--- config.mk ---
export PLATFORM = sky130hd
export DESIGN_NAME = wb_result_arbiter
export DESIGN_NICKNAME = d
export VERILOG_FILES = /design/src/rtl/wb_arb_pkg.sv /design/src/rtl/rr_pick8.sv /design/src/rtl/wb_result_arbiter.sv
export SDC_FILE = /design/constraint.sdc
export NUM_CORES = 1
export LEC_CHECK = 0
export ABC_AREA = 1
export CAP_MARGIN = 20
export CORE_AREA = 2 2 234 236
export CTS_CLUSTER_DIAMETER = 150
export DETAILED_ROUTE_END_ITERATION = 8
export DIE_AREA = 0 0 236 238
export GPL_TIMING_DRIVEN = 1
export PLACE_DENSITY = 0.56
export SYNTH_ARGS = -nofsm -noshare
export SYNTH_HDL_FRONTEND = slang
export SYNTH_HIERARCHICAL = 1
export SYNTH_SLANG_ARGS = --single-unit
export TNS_END_PERCENT = 10
--- constraint.sdc ---
create_clock -name clk -period 3.8 [get_ports clk]
set_input_delay 0.38 -clock clk [delete_from_list [all_inputs] [get_ports clk]]
set_output_delay 0.38 -clock clk [all_outputs]
set_load 0.02 [all_outputs]
--- src/rtl/wb_arb_pkg.sv ---
// rtl/wb_arb_pkg.sv - shared sizes and output-stage state encoding for the writeback arbiter
package wb_arb_pkg;
    localparam int NREQ = 8;
    localparam int DW   = 64;
    localparam int SELW = 3;

    typedef enum logic {
        ST_EMPTY = 1'b0,
        ST_FULL  = 1'b1
    } out_state_t;
endpackage

--- src/rtl/rr_pick8.sv ---
// rtl/rr_pick8.sv - combinational 8-way round-robin pick starting just after the last grant
module rr_pick8
    import wb_arb_pkg::*;
(
    input  logic [NREQ-1:0] req_valid,
    input  logic [SELW-1:0] ptr,
    output logic            any,
    output logic [SELW-1:0] grant_idx,
    output logic [NREQ-1:0] grant_onehot
);
    logic [SELW-1:0]   start;
    logic [2*NREQ-1:0] doubled;
    logic [NREQ-1:0]   rotated;
    logic [SELW-1:0]   offset;

    always_comb begin
        start   = ptr + 3'd1;
        // Rotate so bit 0 is the highest-priority requester, encode, then rotate back.
        doubled = {req_valid, req_valid} >> start;
        rotated = doubled[NREQ-1:0];
        offset  = '0;
        for (int j = NREQ - 1; j >= 0; j--) begin
            if (rotated[j]) offset = 3'(j);
        end
        any          = |req_valid;
        grant_idx    = start + offset;
        grant_onehot = any ? (8'd1 << grant_idx) : 8'd0;
    end
endmodule

--- src/rtl/wb_result_arbiter.sv ---
// rtl/wb_result_arbiter.sv - round-robin arbiter feeding one registered 64-bit writeback slot
module wb_result_arbiter
    import wb_arb_pkg::*;
(
    input  logic               clk,
    input  logic               rst,
    input  logic [NREQ-1:0]    req_valid,
    input  logic [NREQ*DW-1:0] req_data,
    output logic [NREQ-1:0]    req_ready,
    input  logic               flush,
    output logic [SELW-1:0]    sel,
    output logic               out_valid,
    output logic [DW-1:0]      out_data,
    output logic [SELW-1:0]    out_src,
    input  logic               out_ready
);
    out_state_t      state;
    logic [SELW-1:0] ptr;
    logic [SELW-1:0] sel_q;
    logic            any;
    logic [SELW-1:0] grant_idx;
    logic [NREQ-1:0] grant_onehot;
    logic            can_accept;
    logic            grant;
    logic [DW-1:0]   picked;

    rr_pick8 u_pick (
        .req_valid    (req_valid),
        .ptr          (ptr),
        .any          (any),
        .grant_idx    (grant_idx),
        .grant_onehot (grant_onehot)
    );

    assign can_accept = ((state == ST_EMPTY) || out_ready) && !flush;
    assign grant      = can_accept && any && !rst;
    assign req_ready  = grant ? grant_onehot : '0;
    // Hold the mux select at the last grant when idle so the mux input stays quiet.
    assign sel        = grant ? grant_idx : sel_q;
    assign out_valid  = (state == ST_FULL);

    always_comb begin
        picked = '0;
        case (grant_idx)
            3'd0: picked = req_data[0*DW +: DW];
            3'd1: picked = req_data[1*DW +: DW];
            3'd2: picked = req_data[2*DW +: DW];
            3'd3: picked = req_data[3*DW +: DW];
            3'd4: picked = req_data[4*DW +: DW];
            3'd5: picked = req_data[5*DW +: DW];
            3'd6: picked = req_data[6*DW +: DW];
            3'd7: picked = req_data[7*DW +: DW];
            default: picked = '0;
        endcase
    end

    always_ff @(posedge clk or posedge rst) begin
        if (rst) begin
            state    <= ST_EMPTY;
            out_data <= '0;
            out_src  <= '0;
            ptr      <= 3'd7;
            sel_q    <= '0;
        end else if (flush) begin
            state <= ST_EMPTY;
        end else if (grant) begin
            state    <= ST_FULL;
            out_data <= picked;
            out_src  <= grant_idx;
            ptr      <= grant_idx;
            sel_q    <= grant_idx;
        end else if (state == ST_FULL && out_ready) begin
            state <= ST_EMPTY;
        end
    end
endmodule
==> results.toml <==
[status]
status = "finished, violations left"
violations = "negative setup slack"

[critical_path]
cp_slowest_cell = "dfstp_2"
cpMostUsedCell = "nand2_1"
crit_path_start = "ptr[0]$_DFFE_PP1P_"
critical_path.top_delay_family = "simple AND/OR/NAND/NOR gates"
critPathArrivalTime_ns = 4.20
critPathMaxFanout = 11
cp.buffers_inverters = 9
cp-end-kind = "flip-flop"
cp.required_ns = 4.08
startpoint_type = "flip-flop"
cpPeakStageDelay_ns = 0.57
r2r-start = "ptr[0]$_DFFE_PP1P_"
path_class = "reg -> reg"

[routing]
vias = 14089
wirelength_um = 58200
drt-initial-drc-count = 841
first_pass_iters = 5
routedWlPerCell_um = 19.8
postRouteAntennaNets = 0
drc_errors = 0
drt-vias-per-instance = 4.79

[die]
pin_count = 603
fp.dieArea_um2 = 56200
die_w_um = 236
rows = 85
initial_core_util_pct = 18.2
die_h_um = 238
core_um2 = 53500

[global_routing]
grt_pass1_wl_um = 82200
grt_usage_pct = 19.0
grt_max_degree = 103
groute.layer.met3.usage_pct = 4.70
busiest_layer = "met2"
antenna_found_initial = 4
groute.layer.met2.usage_pct = 33.3
grt_pass1_vias = 13693
met1_usage_pct = 22.7
grt-ovfl-total = 0

[layout]
layoutNonFillerInstCount = 2944
fin_util_pct = 33.6
final_nets = 2769
fill_cells = 5817
drive_gt1_share_pct = 15.4
syn_to_final_growth_pct = 84.5

[timing]
min_period_ns = 3.93
fmax_mhz = 255
relSlewSlack_pct = 39.8
finalCritPeriodShare_pct = 103
finalSetupTns_ns = -5.43
timing.final.ws_setup_ns = -0.126
worst_pin_slew_ns = 0.903
hold_viol_final = 0
rsz0062_at_grt = "true"
clock-skew-final_ns = 0.0139
maxSlewViolCount = 0
finalSetupViolCount = 72

[cts]
htreeDepth = 3
clock_path_buffers = 2
clock_insertion_delay_worst_skew_ns = 0.38
tritoncts = "built"
cts-root-buf = "clkbuf_16"
cts_hold_buf = 0
path_clk_slew_ns = 0.07
clock-sinks = 74
numCtsBuffers = 9

[flow_run]
maxCapViolCount = 0

[place]
place_inst = 2892
gp_congestion = 0.931
port_buffers = 602
dp_hpwl_um = 42200

[synthesis]
yosysWarnings = 6
synth.distinct_cells = 31
synth-edff-count = 0
syn_nets = 2156
synth_ff_type = "dfrtp_1"
async_flop_share_pct = 100
synth_cells = 1629
syn_area_per_cell_um2 = 5.98
ys_seq_elements = 74
synth_area_um2 = 9740
ys_seq_area_share_pct = 19.1

[min_path]
hold_start = "sel_q[1]$_DFFE_PP0N_"
worstHoldPathType = "reg -> reg"
==> worst min-delay path: cells and delay by family (launching register included) <==
family           cells  cell delay (ns)
flip-flops           1             0.32
AND/OR/NAND/NOR      2             0.11
==> worst paths after layout <==
| path | slack [ns] | cells after the start | to |
|---|---|---|---|
| worst max register to register | -0.13 | 31 | out_data[63]$_DFFE_PP0P_ |
| max in group asynchronous | 2.64 | 3 | out_data[4]$_DFFE_PP0P_ |
| min in group asynchronous | 0.48 | 2 | out_valid$_DFFE_PP0P_ |
| worst min register to register | 0.47 | 2 | sel_q[1]$_DFFE_PP0N_ |
| worst max-delay path | -0.13 | 31 | out_data[63]$_DFFE_PP0P_ |
| worst min-delay path | 0.47 | 2 | sel_q[1]$_DFFE_PP0N_ |
==> layer usage <==
metal / wire, um / share of wire (%)
met1: 23700 / 41
met2: 28500 / 49
met3: 4560 / 7.8
met4: 1340 / 2.3
met5: 26 / 0.045
==> stage by stage <==
step	cell area (um^2)	setup WS [ns]	hold slack (ns)
finish	18000	-0.126	0.470
global route	18000	-0.357	0.494
CTS	17400	-0.159	0.475
detailed placement	16800	-0.379	0.458
global placement	16800	-0.427	0.452
floorplan	9750	0.0124	0.437
==> sequential cells by signal (all words and copies together) (netlist names) <==
register / cells
sel_q: 3
ptr: 3
out_valid: 1
out_src: 3
out_data: 64
==> cell usage after synthesis (12+ instances only) <==
cell type | count | area share, %
nand2_2 | 12 | 0.77
nand3_1 | 117 | 6.0
buf_6 | 47 | 5.4
nor2_1 | 265 | 10
buf_2 | 71 | 3.6
nand3_2 | 36 | 3.7
nand2_1 | 576 | 22
inv_1 | 21 | 0.81
buf_4 | 35 | 2.7
nand4_1 | 320 | 21
dfrtp_1 | 71 | 18
==> layout make-up <==
type                    instances  area, um^2  share of cell area (%)
repair buffers                767        7950                    44.2
multi-input cells            1362        6880                    38.3
flip-flops and latches         74        1860                    10.3
well taps                     696         871                    4.85
clock buffers                  13         250                    1.39
inverters                      27         136                   0.759
clock inverters                 3        17.5                  0.0975
repair inverters                1        7.51                  0.0418
diodes                          1        2.50                  0.0139
==> logic make-up (layout without fill, tap and decap cells) <==
group	count (synthesis)	count (layout)	share of synthesized area, %
xor gates and xnor gates	1	1	0.0900
adders and majority gates	3	3	0.463
buffers and inverters	193	811	13.8
DFF	74	74	19.1
other	0	1	0
AOI/OAI and AO/OA	9	9	0.565
and+or+nand+nor	1349	1349	66.0
==> cell usage in the layout, fill, tap and decap left out, types with 5 or more instances in the layout <==
| cell | instances |
|---|---|
| buf_16 | 5 |
| clkbuf_16 | 16 |
| buf_12 | 27 |
| dfrtp_1 | 71 |
| inv_1 | 15 |
| buf_8 | 6 |
| nand3_2 | 46 |
| inv_2 | 5 |
| nor2_1 | 229 |
| nand2_4 | 9 |
| nor2_2 | 36 |
| nand4_1 | 320 |
| nand3_1 | 104 |
| buf_4 | 107 |
| nand2_1 | 558 |
| clkdlybuf4s50_1 | 591 |
| nand2_2 | 28 |
| nor2_4 | 6 |
| buf_6 | 21 |
==> timing repair <==
item                       4_1_cts  5_1_grt
pin swaps                       49       29
gates cloned                     3        7
resized for setup              115       60
setup endpoints to repair       75       74
setup buffers                    8       18
Power is left out: the tool's default activity adds up to more than one toggle a clock period on the data nets, which glitch-free logic cannot reach.
